===== config.mk =====
export PLATFORM = sky130hd
export DESIGN_NAME = mem_access_ctrl
export DESIGN_NICKNAME = d
export VERILOG_FILES = /design/src/rtl/mem_access_ctrl.sv
export SDC_FILE = /design/constraint.sdc
export NUM_CORES = 1
export LEC_CHECK = 0
export CAP_MARGIN = 5
export CORE_MARGIN = 1
export CORE_UTILIZATION = 40
export DETAILED_ROUTE_END_ITERATION = 7
export DONT_BUFFER_PORTS = 1
export SYNTH_ARGS = -nofsm -noshare
export SYNTH_HDL_FRONTEND = slang
export SYNTH_SLANG_ARGS = --single-unit

===== constraint.sdc =====
create_clock -name clk -period 8.2 [get_ports clk]
set_input_delay 0.82 -clock clk [delete_from_list [all_inputs] [get_ports clk]]
set_output_delay 0.82 -clock clk [all_outputs]
set_load 0.005 [all_outputs]

===== src/rtl/mem_access_ctrl.sv =====
// Sub-word load/store controller in front of a word-wide, combinational-read DataMemory.
// Latency: load / word store respond 2 edges after accept, sub-word store (RMW) 3, faults 1.
// Backpressure: busy is high outside IDLE; requests seen while busy are dropped, not queued.
//
// Ports:
//   clk, rst                      clock and asynchronous active-high reset
//   req_valid/_write/_size/...    request from the datapath (sampled only when busy=0)
//   busy                          stall to the core
//   resp_valid/resp_rdata         one-cycle completion pulse and extended load data
//   misaligned                    one-cycle fault pulse, coincident with resp_valid
//   mem_addr/_wdata/_read/_write  DataMemory controls; mem_rdata is its combinational output
module mem_access_ctrl (
    input  logic        clk,
    input  logic        rst,
    input  logic        req_valid,
    input  logic        req_write,
    input  logic [1:0]  req_size,
    input  logic        req_unsigned,
    input  logic [31:0] req_addr,
    input  logic [31:0] req_wdata,
    output logic        busy,
    output logic        resp_valid,
    output logic [31:0] resp_rdata,
    output logic        misaligned,
    output logic [31:0] mem_addr,
    output logic [31:0] mem_wdata,
    output logic        mem_read,
    output logic        mem_write,
    input  logic [31:0] mem_rdata
);

    typedef enum logic [2:0] {
        ST_IDLE,
        ST_LOAD,
        ST_STORE,
        ST_RMW_RD,
        ST_RMW_WR
    } state_t;

    localparam logic [1:0] SZ_BYTE = 2'b00;
    localparam logic [1:0] SZ_HALF = 2'b01;
    localparam logic [1:0] SZ_WORD = 2'b10;

    state_t      state_q, state_d;
    logic [31:0] addr_q, addr_d;
    logic [31:0] wdata_q, wdata_d;
    logic [1:0]  size_q, size_d;
    logic        unsigned_q, unsigned_d;
    logic [31:0] merged_q, merged_d;
    logic [31:0] resp_rdata_q, resp_rdata_d;
    logic        resp_valid_q, resp_valid_d;
    logic        misaligned_q, misaligned_d;

    logic        req_fault;
    logic [7:0]  byte_lane;
    logic [15:0] half_lane;
    logic [31:0] load_ext;
    logic [31:0] merged_word;

    // Alignment check on the incoming request; size 11 is never legal.
    always_comb begin
        req_fault = 1'b0;
        case (req_size)
            SZ_BYTE: req_fault = 1'b0;
            SZ_HALF: req_fault = req_addr[0];
            SZ_WORD: req_fault = (req_addr[1:0] != 2'b00);
            default: req_fault = 1'b1;
        endcase
    end

    // Little-endian lane extraction and sign/zero extension of the read word.
    always_comb begin
        byte_lane = 8'h00;
        case (addr_q[1:0])
            2'd0:    byte_lane = mem_rdata[7:0];
            2'd1:    byte_lane = mem_rdata[15:8];
            2'd2:    byte_lane = mem_rdata[23:16];
            default: byte_lane = mem_rdata[31:24];
        endcase
        half_lane = addr_q[1] ? mem_rdata[31:16] : mem_rdata[15:0];
        case (size_q)
            SZ_BYTE: load_ext = {{24{~unsigned_q & byte_lane[7]}}, byte_lane};
            SZ_HALF: load_ext = {{16{~unsigned_q & half_lane[15]}}, half_lane};
            default: load_ext = mem_rdata;
        endcase
    end

    // Read word with the target lane replaced by the low store bits.
    always_comb begin
        merged_word = mem_rdata;
        if (size_q == SZ_BYTE) begin
            case (addr_q[1:0])
                2'd0:    merged_word[7:0]   = wdata_q[7:0];
                2'd1:    merged_word[15:8]  = wdata_q[7:0];
                2'd2:    merged_word[23:16] = wdata_q[7:0];
                default: merged_word[31:24] = wdata_q[7:0];
            endcase
        end else if (addr_q[1]) begin
            merged_word[31:16] = wdata_q[15:0];
        end else begin
            merged_word[15:0] = wdata_q[15:0];
        end
    end

    always_comb begin
        state_d      = state_q;
        addr_d       = addr_q;
        wdata_d      = wdata_q;
        size_d       = size_q;
        unsigned_d   = unsigned_q;
        merged_d     = merged_q;
        resp_rdata_d = resp_rdata_q;
        resp_valid_d = 1'b0;
        misaligned_d = 1'b0;
        case (state_q)
            ST_IDLE: begin
                if (req_valid) begin
                    addr_d     = req_addr;
                    wdata_d    = req_wdata;
                    size_d     = req_size;
                    unsigned_d = req_unsigned;
                    if (req_fault) begin
                        // Faults complete from IDLE without touching memory.
                        resp_valid_d = 1'b1;
                        misaligned_d = 1'b1;
                    end else if (!req_write) begin
                        state_d = ST_LOAD;
                    end else if (req_size == SZ_WORD) begin
                        state_d = ST_STORE;
                    end else begin
                        state_d = ST_RMW_RD;
                    end
                end
            end
            ST_LOAD: begin
                resp_rdata_d = load_ext;
                resp_valid_d = 1'b1;
                state_d      = ST_IDLE;
            end
            ST_STORE: begin
                resp_valid_d = 1'b1;
                state_d      = ST_IDLE;
            end
            ST_RMW_RD: begin
                merged_d = merged_word;
                state_d  = ST_RMW_WR;
            end
            ST_RMW_WR: begin
                resp_valid_d = 1'b1;
                state_d      = ST_IDLE;
            end
            default: begin
                state_d = ST_IDLE;
            end
        endcase
    end

    always_ff @(posedge clk or posedge rst) begin
        if (rst) begin
            state_q      <= ST_IDLE;
            addr_q       <= 32'h0;
            wdata_q      <= 32'h0;
            size_q       <= 2'b00;
            unsigned_q   <= 1'b0;
            merged_q     <= 32'h0;
            resp_rdata_q <= 32'h0;
            resp_valid_q <= 1'b0;
            misaligned_q <= 1'b0;
        end else begin
            state_q      <= state_d;
            addr_q       <= addr_d;
            wdata_q      <= wdata_d;
            size_q       <= size_d;
            unsigned_q   <= unsigned_d;
            merged_q     <= merged_d;
            resp_rdata_q <= resp_rdata_d;
            resp_valid_q <= resp_valid_d;
            misaligned_q <= misaligned_d;
        end
    end

    // Memory strobes decode from state alone, so an async reset drops them at once.
    always_comb begin
        busy      = (state_q != ST_IDLE);
        mem_read  = (state_q == ST_LOAD) || (state_q == ST_RMW_RD);
        mem_write = (state_q == ST_STORE) || (state_q == ST_RMW_WR);
        mem_addr  = {addr_q[31:2], 2'b00};
        case (state_q)
            ST_STORE:  mem_wdata = wdata_q;
            ST_RMW_WR: mem_wdata = merged_q;
            default:   mem_wdata = 32'h0;
        endcase
    end

    assign resp_valid = resp_valid_q;
    assign resp_rdata = resp_rdata_q;
    assign misaligned = misaligned_q;

endmodule


==> results of run 1 <==
[routing by layer]
layer  track usage [%]  up-vias
li1                  -     2214
met1              28.6     2452
met2              33.1      244
met3              8.89       36
met4              9.20        2
met5                 0        -
[path summary, 6_finish.rpt]
check	start	to	cells after the start
worst max-delay path	state_q[2]$_DFFE_PP0P_	mem_wdata[3]	3
worst min-delay path	rst	addr_q[7]$_DFFE_PP0P_	1
worst max register to register	size_q[0]$_DFFE_PP0P_	resp_rdata[7]$_DFFE_PP0P_	4
worst min register to register	merged_q[1]$_DFFE_PP0P_	merged_q[1]$_DFFE_PP0P_	2
max in group asynchronous	rst	wdata_q[5]$_DFFE_PP0P_	2
min in group clk	merged_q[1]$_DFFE_PP0P_	merged_q[1]$_DFFE_PP0P_	2
[cells in the mapped netlist (2+ instances only)]
cell / count
dfrtp_1: 136
nand2_1: 71
a21oi_1: 54
o21ai_0: 51
mux2_2: 48
nor2_1: 39
buf_4: 37
inv_1: 34
a22o_1: 32
buf_2: 20
a221oi_1: 17
mux2i_1: 16
nand3_1: 16
clkbuf_1: 15
nor3_2: 12
mux2_1: 9
nor3_1: 6
o22ai_1: 6
buf_6: 4
a211oi_1: 3
a311oi_1: 3
nand2b_1: 3
nor3b_1: 3
o21ba_2: 3
o221ai_1: 3
a21oi_2: 2
nor2_2: 2
nor3b_2: 2
or2_2: 2
or3_1: 2
or3b_1: 2
[cells by family after synthesis]
logic type / after synthesis / share of synthesized area, %
compound gates: 178 / 16.8
other cells: 1 / 0.0548
mux: 74 / 12.0
simple gates: 168 / 12.2
buf+inv: 112 / 9.14
flops: 136 / 49.7
[report_power, final]
group	switching, W	internal [W]
Clock	0.000279	0.000487
Combinational	0.000217	0.000164
Sequential	0.000163	0.000850
Total	0.000659	0.00150
[registers in the layout, indices dropped and copies added (netlist names), 2 cells and up]
name        flops
addr_q         32
merged_q       32
resp_rdata     32
wdata_q        32
state_q         3
size_q          2
[final cells by class]
class | instances | area share [%]
Clock inverter | 7 | 1.24
Sequential cell | 136 | 46.7
Clock buffer | 25 | 6.93
Inverter | 35 | 1.87
Timing Repair Buffer | 6 | 0.618
Multi-Input combinational cell | 422 | 38.9
Tap cell | 220 | 3.77
[per-stage QoR]
stage                     area (um2)  hold WS [ns]
after global routing            7290         0.404
after detailed placement        6700         0.479
final                           7290         0.365
after global placement          6700         0.462
after floorplan                 6850         0.450
after CTS                       7290         0.373
==> summary.md, run 1 <==
| Metric | Value |
|---|---|
| Status | `complete, no violations` |
| Synth top area cells | `dfrtp_1 50%, mux2_2 7.9%, a22o_1 4.1%` |
| Core area | `16600 um2` |
| Post-CTS Setup Inserts | `0` |
| Max Slew Vio Count | `0` |
| Deepest clock path buffer count | `2` |
| IO buf count | `0` |
| Starting DRC count in detailed routing | `396` |
| Die footprint | `17600 um2` |
| Routed wire length on met2 | `8960 um` |
| Routed WL | `19100 um` |
| Setup ws final | `5.58 ns` |
| Worst-path fanout max | `33` |
| Clock sinks | `136` |
| Util after Layout | `43.8%` |
| Share of the synthesized area in the top cell type | `49.7%` |
| Cell Area, Synth | `6840 um2` |
| Max-cap viol count | `0` |
| Min-Delay Path Class | `input port to asynchronous set/reset pin` |
| Relative slew slack | `23.0%` |
| Vias in the first global route | `5092` |
| Final setup TNS | `0 ns` |
| Worst path required time | `7.38 ns` |
| Remaining DRCs | `0` |
| Layout area overhead | `6.56%` |
| Ys Warns | `0` |
| Fin cells | `851` |
| # IOs | `204` |
| Grt total ovfl | `0` |
| Critical path type | `flop to primary output` |
| Placed Cells | `819` |
| Leak | `3.16 nW` |
| Final Power | `0.00216 W` |
| CTS root buffer | `clkbuf_16` |
| Nets@finish | `721` |
| Worst stage delay on the critical path | `0.48 ns` |
| DRT met1 WL | `7750 um` |
| Die span in y | `133 um` |
| Row cnt | `47` |
| Synth Flop Type | `dfrtp_1` |
| Syn_area_per_cell | `10.2 um2` |
| Leading cell type in the layout, fill and taps excluded | `dfrtp_1` |
| Place WS | `5.82 ns` |
| Share of flip-flops with an asynchronous set or reset | `100%` |
| Clock Latency Late Sink | `0.42 ns` |
| Hold Fails Final Rpt | `0` |
| Crit-path cells | `nor3b_2, buf_4, a22o_1` |
| Final setup violation count | `0` |
| Most frequent cells in the layout | `136 x dfrtp_1, 71 x nand2_1, 54 x a21oi_1` |
| FF/Latch Area | `3400 um2` |
| H-tree depth | `4` |
| R2r setup slk | `5.83 ns` |
| DR WL/cell | `22.5 um` |
| First-pass DRT Iterations | `6` |
| Ratio of cells with drive above 1 in the final layout | `18.4%` |
| Slowest stage cell, crit path | `dfrtp_1` |
| Fmax | `381 MHz` |
| Register area share after synthesis | `49.7%` |
| DR top layer | `met5` |
| Cell variety after synth | `47` |
| Period minus WS final | `2.62 ns` |
| RSZ-0062 raised after global routing | `false` |
| Crit-path leading delay family | `flip-flops` |
| Post-CTS Hold Buffers | `0` |
| CTS Buf Count | `17` |
| Overall Global Routing Usage | `22.2%` |
| Buffers plus inverters on the worst setup path | `1` |
| Ant. Diodes | `0` |
| Fillers | `1578` |
| HPWL after detailed placement | `13800 um` |
| VDD IR max | `172 uV` |
| Flops & latches, synth | `136` |
| Mapped Cells | `669` |
| Skew final | `0.00910 ns` |
| Fin crit share | `32.0%` |
| Initial antenna violation count | `1` |
| Actual slew at the worst max-slew pin | `1.16 ns` |
| Antenna Violating Nets Remaining | `0` |
| First-pass GRT wire length | `29600 um` |
| CTS tree | `yes` |
| Clk slew on worst S/H paths | `0.06 ns` |
| Largest net degree at the start of global routing | `78` |
| Worst Setup End Kind | `primary output` |
| Vias | `4948` |
| Starting Density | `41.1%` |
| Crit path DAT | `1.80 ns` |
| Gpl congestion | `0.837` |
| Drt via density | `5.81` |
| Post-CTS sizing | `0` |
| Die width | `133 um` |
| Multi-input logic area | `2840 um2` |
| Post-synth EDFFs | `0` |
| Cell taking the most area after synthesis | `dfrtp_1` |
| CP Launch Type | `flop` |
| WL met3 | `1850 um` |
| Total power divided by cell area | `296 nW/um2` |
Note: power is estimated with default switching activity, not from simulation.
==> run 2: changes to the inputs <==
clock period = 2.15 ns   (was 8.2 ns; I/O delays follow)
==> summary.md, run 2 (same netlist as run 1, synthesis figures left out) <==
| Metric | Value |
|---|---|
| Status | `complete, no violations` |
| Hold EP | `wdata_q[7]$_DFFE_PP0P_` |
| Clock sinks | `136 (unchanged)` |
| Die width | `133 um (unchanged)` |
| Drt via density | `5.62 (-3.4%)` |
| Actual slew at the worst max-slew pin | `0.597 ns (-0.558 ns)` |
| Final setup TNS | `0 ns (unchanged)` |
| Clock Latency Late Sink | `0.42 ns (about the same)` |
| Total power divided by cell area | `1010 nW/um2 (+240%)` |
| Multi-input logic area | `2840 um2 (unchanged)` |
| Most frequent cells in the layout | `136 x dfrtp_1, 89 x dlygate4sd3_1, 71 x nand2_1` |
| HPWL after detailed placement | `14600 um (+6.2%)` |
| Skew final | `0.0127 ns (+0.00357 ns)` |
| Fin cells | `954 (+12%)` |
| IO buf count | `0 (unchanged)` |
| Worst r2r dst | `wdata_q[20]$_DFFE_PP0P_` |
| Ant. Diodes | `0 (unchanged)` |
| DR WL/cell | `21.3 um (-5.2%)` |
| Post-CTS Setup Inserts | `0 (unchanged)` |
| Hold Fails Final Rpt | `0 (unchanged)` |
| Core area | `16600 um2 (unchanged)` |
| Antenna Violating Nets Remaining | `0 (unchanged)` |
| Critical path type | `flop to primary output` |
| Max-cap viol count | `0 (unchanged)` |
| Final Power | `0.00847 W (+290%)` |
| Worst r2r path cells | `4 (unchanged)` |
| Fmax | `492 MHz` |
| Die footprint | `17600 um2 (unchanged)` |
| Fin crit share | `94.5%` |
| R2r setup slk | `0.32 ns (-5.51 ns)` |
| Crit path DAT | `1.82 ns (+0.02 ns)` |
| H-tree depth | `4 (unchanged)` |
| Placed Cells | `835 (+2.0%)` |
| CTS Buf Count | `17 (unchanged)` |
| Period minus WS final | `2.03 ns` |
| CP Launch Type | `flop` |
| Worst stage delay on the critical path | `0.50 ns (+0.02 ns)` |
| Worst path required time | `1.93 ns (-5.45 ns)` |
| FF/Latch Area | `3400 um2 (unchanged)` |
| Gpl congestion | `0.868 (+3.6%)` |
| Relative slew slack | `60.0% (+37 points)` |
| Layout area overhead | `22.2%` |
| Vias | `5361 (+8.3%)` |
| First-pass GRT wire length | `31700 um (+7.2%)` |
| Vias in the first global route | `5618 (+10%)` |
| Worst-path fanout max | `31 (-6.1%)` |
| Row cnt | `47 (unchanged)` |
| Worst Setup End Kind | `primary output` |
| Remaining DRCs | `0 (unchanged)` |
| Starting DRC count in detailed routing | `371 (-6.3%)` |
| CTS root buffer | `clkbuf_16` |
| Leak | `3.62 nW (+14%)` |
| Final setup violation count | `0 (unchanged)` |
| Starting Density | `41.1% (unchanged)` |
| Min-Delay Path Class | `input port to flop` |
| Ratio of cells with drive above 1 in the final layout | `17.7% (-0.67 points)` |
| Worst r2r src | `state_q[1]$_DFFE_PP0P_` |
| Clk slew on worst S/H paths | `0.06 ns (about the same)` |
| Slowest stage cell, crit path | `dfrtp_1` |
| CTS tree | `yes` |
| Initial antenna violation count | `0 (-1)` |
| Fillers | `1493 (-5.4%)` |
| VDD IR max | `576 uV (+230%)` |
| RSZ-0062 raised after global routing | `false` |
| Nets@finish | `826 (+15%)` |
| Die span in y | `133 um (unchanged)` |
| Deepest clock path buffer count | `2 (unchanged)` |
| First-pass DRT Iterations | `5 (-1)` |
| Routed WL | `20300 um (+6.3%)` |
| Overall Global Routing Usage | `23.7% (+1.5 points)` |
| Leading cell type in the layout, fill and taps excluded | `dfrtp_1` |
| Min-delay src | `req_wdata[7]` |
| Largest net degree at the start of global routing | `50 (-36%)` |
| Grt total ovfl | `0 (unchanged)` |
| # IOs | `204 (unchanged)` |
| Place WS | `0.329 ns (-5.49 ns)` |
| Max Slew Vio Count | `0 (unchanged)` |
| Hold slack | `0.00215 ns (-0.363 ns)` |
| Setup ws final | `0.119 ns (-5.46 ns)` |
| WHS Path Cells | `2` |
| Crit-path cells | `nor3b_2, buf_6, a22o_1` |
-- run 2: cell count changes in the layout (fill, tap and decap cells not counted), moves of 2 or more --
| cell | previous run | this run |
|---|---|---|
| clkbuf_8 | 5 | 3 |
| buf_12 | 0 | 4 |
| dlygate4sd3_1 | 0 | 89 |
| clkinv_2 | 3 | 1 |
| buf_6 | 0 | 2 |
| buf_4 | 6 | 16 |
-- run 2: worst max-delay path: cells and delay by family (launching register included) --
kind	cells	cell delay [ns]
AOI/OAI and AO/OA	1	0.25
buffers and inverters	1	0.32
DFF	1	0.50
and+or+nand+nor	1	0.32
-- run 2: per-layer routing --
metal  part of all wire [%]  wire length (um)  track usage [%]
met5                      0                 0                0
met3                    7.6              1550             7.36
met4                    3.2               649             10.6
met1                     41              8320             28.8
met2                     48              9820             38.7
-- run 2: worst max path at each step --
stage	startpoint	to	slack [ns]	cells after the start
floorplan	rst	addr_q[0]$_DFFE_PP0P_	0.24	1
global placement	state_q[1]$_DFFE_PP0P_	wdata_q[7]$_DFFE_PP0P_	0.41	5
detailed placement	state_q[1]$_DFFE_PP0P_	wdata_q[20]$_DFFE_PP0P_	0.33	4
CTS	state_q[1]$_DFFE_PP0P_	mem_wdata[14]	0.05	3
global route	state_q[1]$_DFFE_PP0P_	mem_wdata[7]	0.03	3
finish	state_q[1]$_DFFE_PP0P_	mem_wdata[6]	0.12	3
-- run 2: cell type report --
class | instances | share of cell area (%)
clock buffer | 23 | 5.72
clock inverter | 7 | 1.42
inverter | 35 | 1.62
sequential | 136 | 40.7
multi-input combinational | 422 | 33.9
tap | 220 | 3.29
timing repair buffer | 111 | 13.3
-- run 2: where the power goes --
| group | switching, W | internal [W] |
|---|---|---|
| clock network | 0.00106 | 0.00190 |
| registers | 0.000576 | 0.00324 |
| logic | 0.000904 | 0.000784 |
-- run 2: repair_timing --
action / 4_1_cts / 5_1_grt
hold buffers: 89 / 0
endpoints found under the setup margin: 0 / 31
hold endpoints to repair: 106 / 0
resized for setup: 0 / 2
-- run 2: through the flow --
stage / area (um2) / util (%)
detailed placement: 6870 / 41.3
floorplan: 6850 / -
global placement: 6870 / 41.3
CTS: 8350 / 50.2
global route: 8360 / 50.2
finish: 8360 / 50.2
==> run 3: changes to the inputs <==
CTS_BUF_LIST = sky130_fd_sc_hd__clkbuf_8   (was not set)
==> summary.md, run 3 (same netlist as run 1, synthesis figures left out) <==
| Metric | Value |
|---|---|
| Initial antenna violation count | `0 (unchanged)` |
| H-tree depth | `4 (unchanged)` |
| Setup ws final | `0.105 ns (-0.0138 ns)` |
| Die footprint | `17600 um2 (unchanged)` |
| Place WS | `0.329 ns (unchanged)` |
| Vias in the first global route | `5680 (+1.1%)` |
| Worst Setup End Kind | `primary output` |
| Final setup violation count | `0 (unchanged)` |
| Actual slew at the worst max-slew pin | `0.604 ns (+0.00659 ns)` |
| IO buf count | `0 (unchanged)` |
| Max-cap viol count | `0 (unchanged)` |
| Worst-path fanout max | `31 (unchanged)` |
| HPWL after detailed placement | `14600 um (unchanged)` |
| Row cnt | `47 (unchanged)` |
| Crit path DAT | `1.83 ns (about the same)` |
| Remaining DRCs | `0 (unchanged)` |
| CTS Buf Count | `17 (unchanged)` |
| Final setup TNS | `0 ns (unchanged)` |
| Leading cell type in the layout, fill and taps excluded | `dfrtp_1` |
| Status | `complete, no violations` |
| Levels on crit path | `3 (unchanged)` |
| Min-Delay Path Class | `input port to flop` |
| First-pass DRT Iterations | `5 (unchanged)` |
| DR WL/cell | `21.4 um (+0.49%)` |
| Antenna Violating Nets Remaining | `0 (unchanged)` |
| Most frequent cells in the layout | `136 x dfrtp_1, 99 x dlygate4sd3_1, 71 x nand2_1` |
| RSZ-0062 raised after global routing | `false` |
| Starting DRC count in detailed routing | `383 (+3.2%)` |
| First-pass GRT wire length | `31900 um (+0.43%)` |
| Fin crit share | `95.1% (+0.64 points)` |
| Ratio of cells with drive above 1 in the final layout | `17.5% (-0.24 points)` |
| Clk slew on worst S/H paths | `0.08 ns (+0.02 ns)` |
| Layout area overhead | `21.0%` |
| Relative slew slack | `59.6% (-0.44 points)` |
| Vias | `5532 (+3.2%)` |
| Slowest stage cell, crit path | `dfrtp_1` |
| Core area | `16600 um2 (unchanged)` |
| Drt via density | `5.74 (+2.1%)` |
| Clock sinks | `136 (unchanged)` |
| Crit-path cells | `nor3b_2, buf_8, a22o_1` |
| CTS root buffer | `clkbuf_8` |
| Worst r2r src | `state_q[1]$_DFFE_PP0P_` |
| CP startpoint | `state_q[1]$_DFFE_PP0P_` |
| Routed WL | `20700 um (+1.5%)` |
| Worst r2r path cells | `4 (unchanged)` |
| Hold Fails Final Rpt | `0 (unchanged)` |
| Fmax | `489 MHz (-0.68%)` |
| Crit-path leading delay family | `flip-flops` |
| Grt total ovfl | `0 (unchanged)` |
| Die width | `133 um (unchanged)` |
| Starting Density | `41.1% (unchanged)` |
| Worst stage delay on the critical path | `0.51 ns (about the same)` |
| Overall Global Routing Usage | `23.9% (+0.19 points)` |
| Die span in y | `133 um (unchanged)` |
| Ant. Diodes | `0 (unchanged)` |
| CTS tree | `yes` |
| Period minus WS final | `2.05 ns (+0.0138 ns)` |
| Worst setup path end | `mem_wdata[6]` |
| Critical path type | `flop to primary output` |
| Largest net degree at the start of global routing | `50 (unchanged)` |
| R2r setup slk | `0.31 ns (about the same)` |
| Clock Latency Late Sink | `0.45 ns (+0.03 ns)` |
| Deepest clock path buffer count | `2 (unchanged)` |
| Max Slew Vio Count | `0 (unchanged)` |
| CP Launch Type | `flop` |
| Buffers plus inverters on the worst setup path | `1 (unchanged)` |
| Worst path required time | `1.93 ns (about the same)` |
| Nets@finish | `836 (+1.2%)` |
| VDD IR max | `408 uV (-29%)` |
| Total power divided by cell area | `932 nW/um2 (-8.0%)` |
| Skew final | `0.0117 ns (-0.000946 ns)` |
| Leak | `3.59 nW (-0.80%)` |
| Gpl congestion | `0.868 (unchanged)` |
| # IOs | `204 (unchanged)` |
| Worst r2r dst | `wdata_q[20]$_DFFE_PP0P_` |
[run 3: cell types whose count changed in the layout (fill, tap and decap cells not counted)]
cell	before	now
clkbuf_8	3	20
clkbuf_1	3	0
clkbuf_16	17	0
buf_6	2	0
buf_8	0	2
inv_1	33	36
dlygate4sd3_1	89	99
[run 3: power by group]
group / leakage, nW / switching [W] / total (W) / internal, W
logic: 1.79 / 0.000920 / 0.00172 / 0.000798
registers: 1.59 / 0.000581 / 0.00382 / 0.00324
clock network: 0.211 / 0.000967 / 0.00218 / 0.00121
[run 3: worst min path at each step]
stage,start,cells after the start,to
3_3_place_gp,rst,1,wdata_q[7]$_DFFE_PP0P_
6_report,mem_rdata[18],2,merged_q[18]$_DFFE_PP0P_
3_5_place_dp,rst,1,wdata_q[7]$_DFFE_PP0P_
2_1_floorplan,req_addr[1],2,addr_q[1]$_DFFE_PP0P_
5_1_grt,mem_rdata[10],2,merged_q[10]$_DFFE_PP0P_
4_1_cts,mem_rdata[18],2,merged_q[18]$_DFFE_PP0P_
[run 3: timing repair]
| item | in CTS | in global routing |
|---|---|---|
| endpoints found under the hold margin | 118 | 0 |
| hold buffers | 99 | 0 |
| setup buffers | 0 | 0 |
| pin swaps | 0 | 0 |
| gates resized for setup | 1 | 5 |
| setup endpoints to repair | 6 | 31 |
[run 3: layer usage]
| metal | up-vias | routed length [um] | GRT usage (%) |
|---|---|---|---|
| met5 | - | 0 | 0 |
| met4 | 0 | 795 | 11.7 |
| met3 | 53 | 1580 | 6.78 |
| met2 | 267 | 9780 | 38.4 |
| met1 | 2764 | 8500 | 29.6 |
| li1 | 2448 | - | - |
[run 3: through the flow]
stage / cell area, um2 / utilization [%] / power [W] / hold slack (ns) / instances
6_report: 8280 / 49.7 / 0.00772 / 0.0244 / 964
5_1_grt: 8280 / 49.7 / 0.00815 / 0.0155 / 964
4_1_cts: 8270 / 49.7 / 0.00775 / 0.00290 / 964
3_5_place_dp: 6870 / 41.3 / 0.00541 / 0.177 / 835
3_3_place_gp: 6870 / 41.3 / 0.00532 / 0.177 / 835
2_1_floorplan: 6850 / - / 0.00502 / 0.332 / 670
[run 3: layout make-up]
class                      count  area (um2)
sequential                   136        3400
tap                          220         275
timing repair buffer         121        1220
multi-input combinational    422        2840
clock inverter                10         130
fill                        1523        8360
clock buffer                  20         275
inverter                      35         135
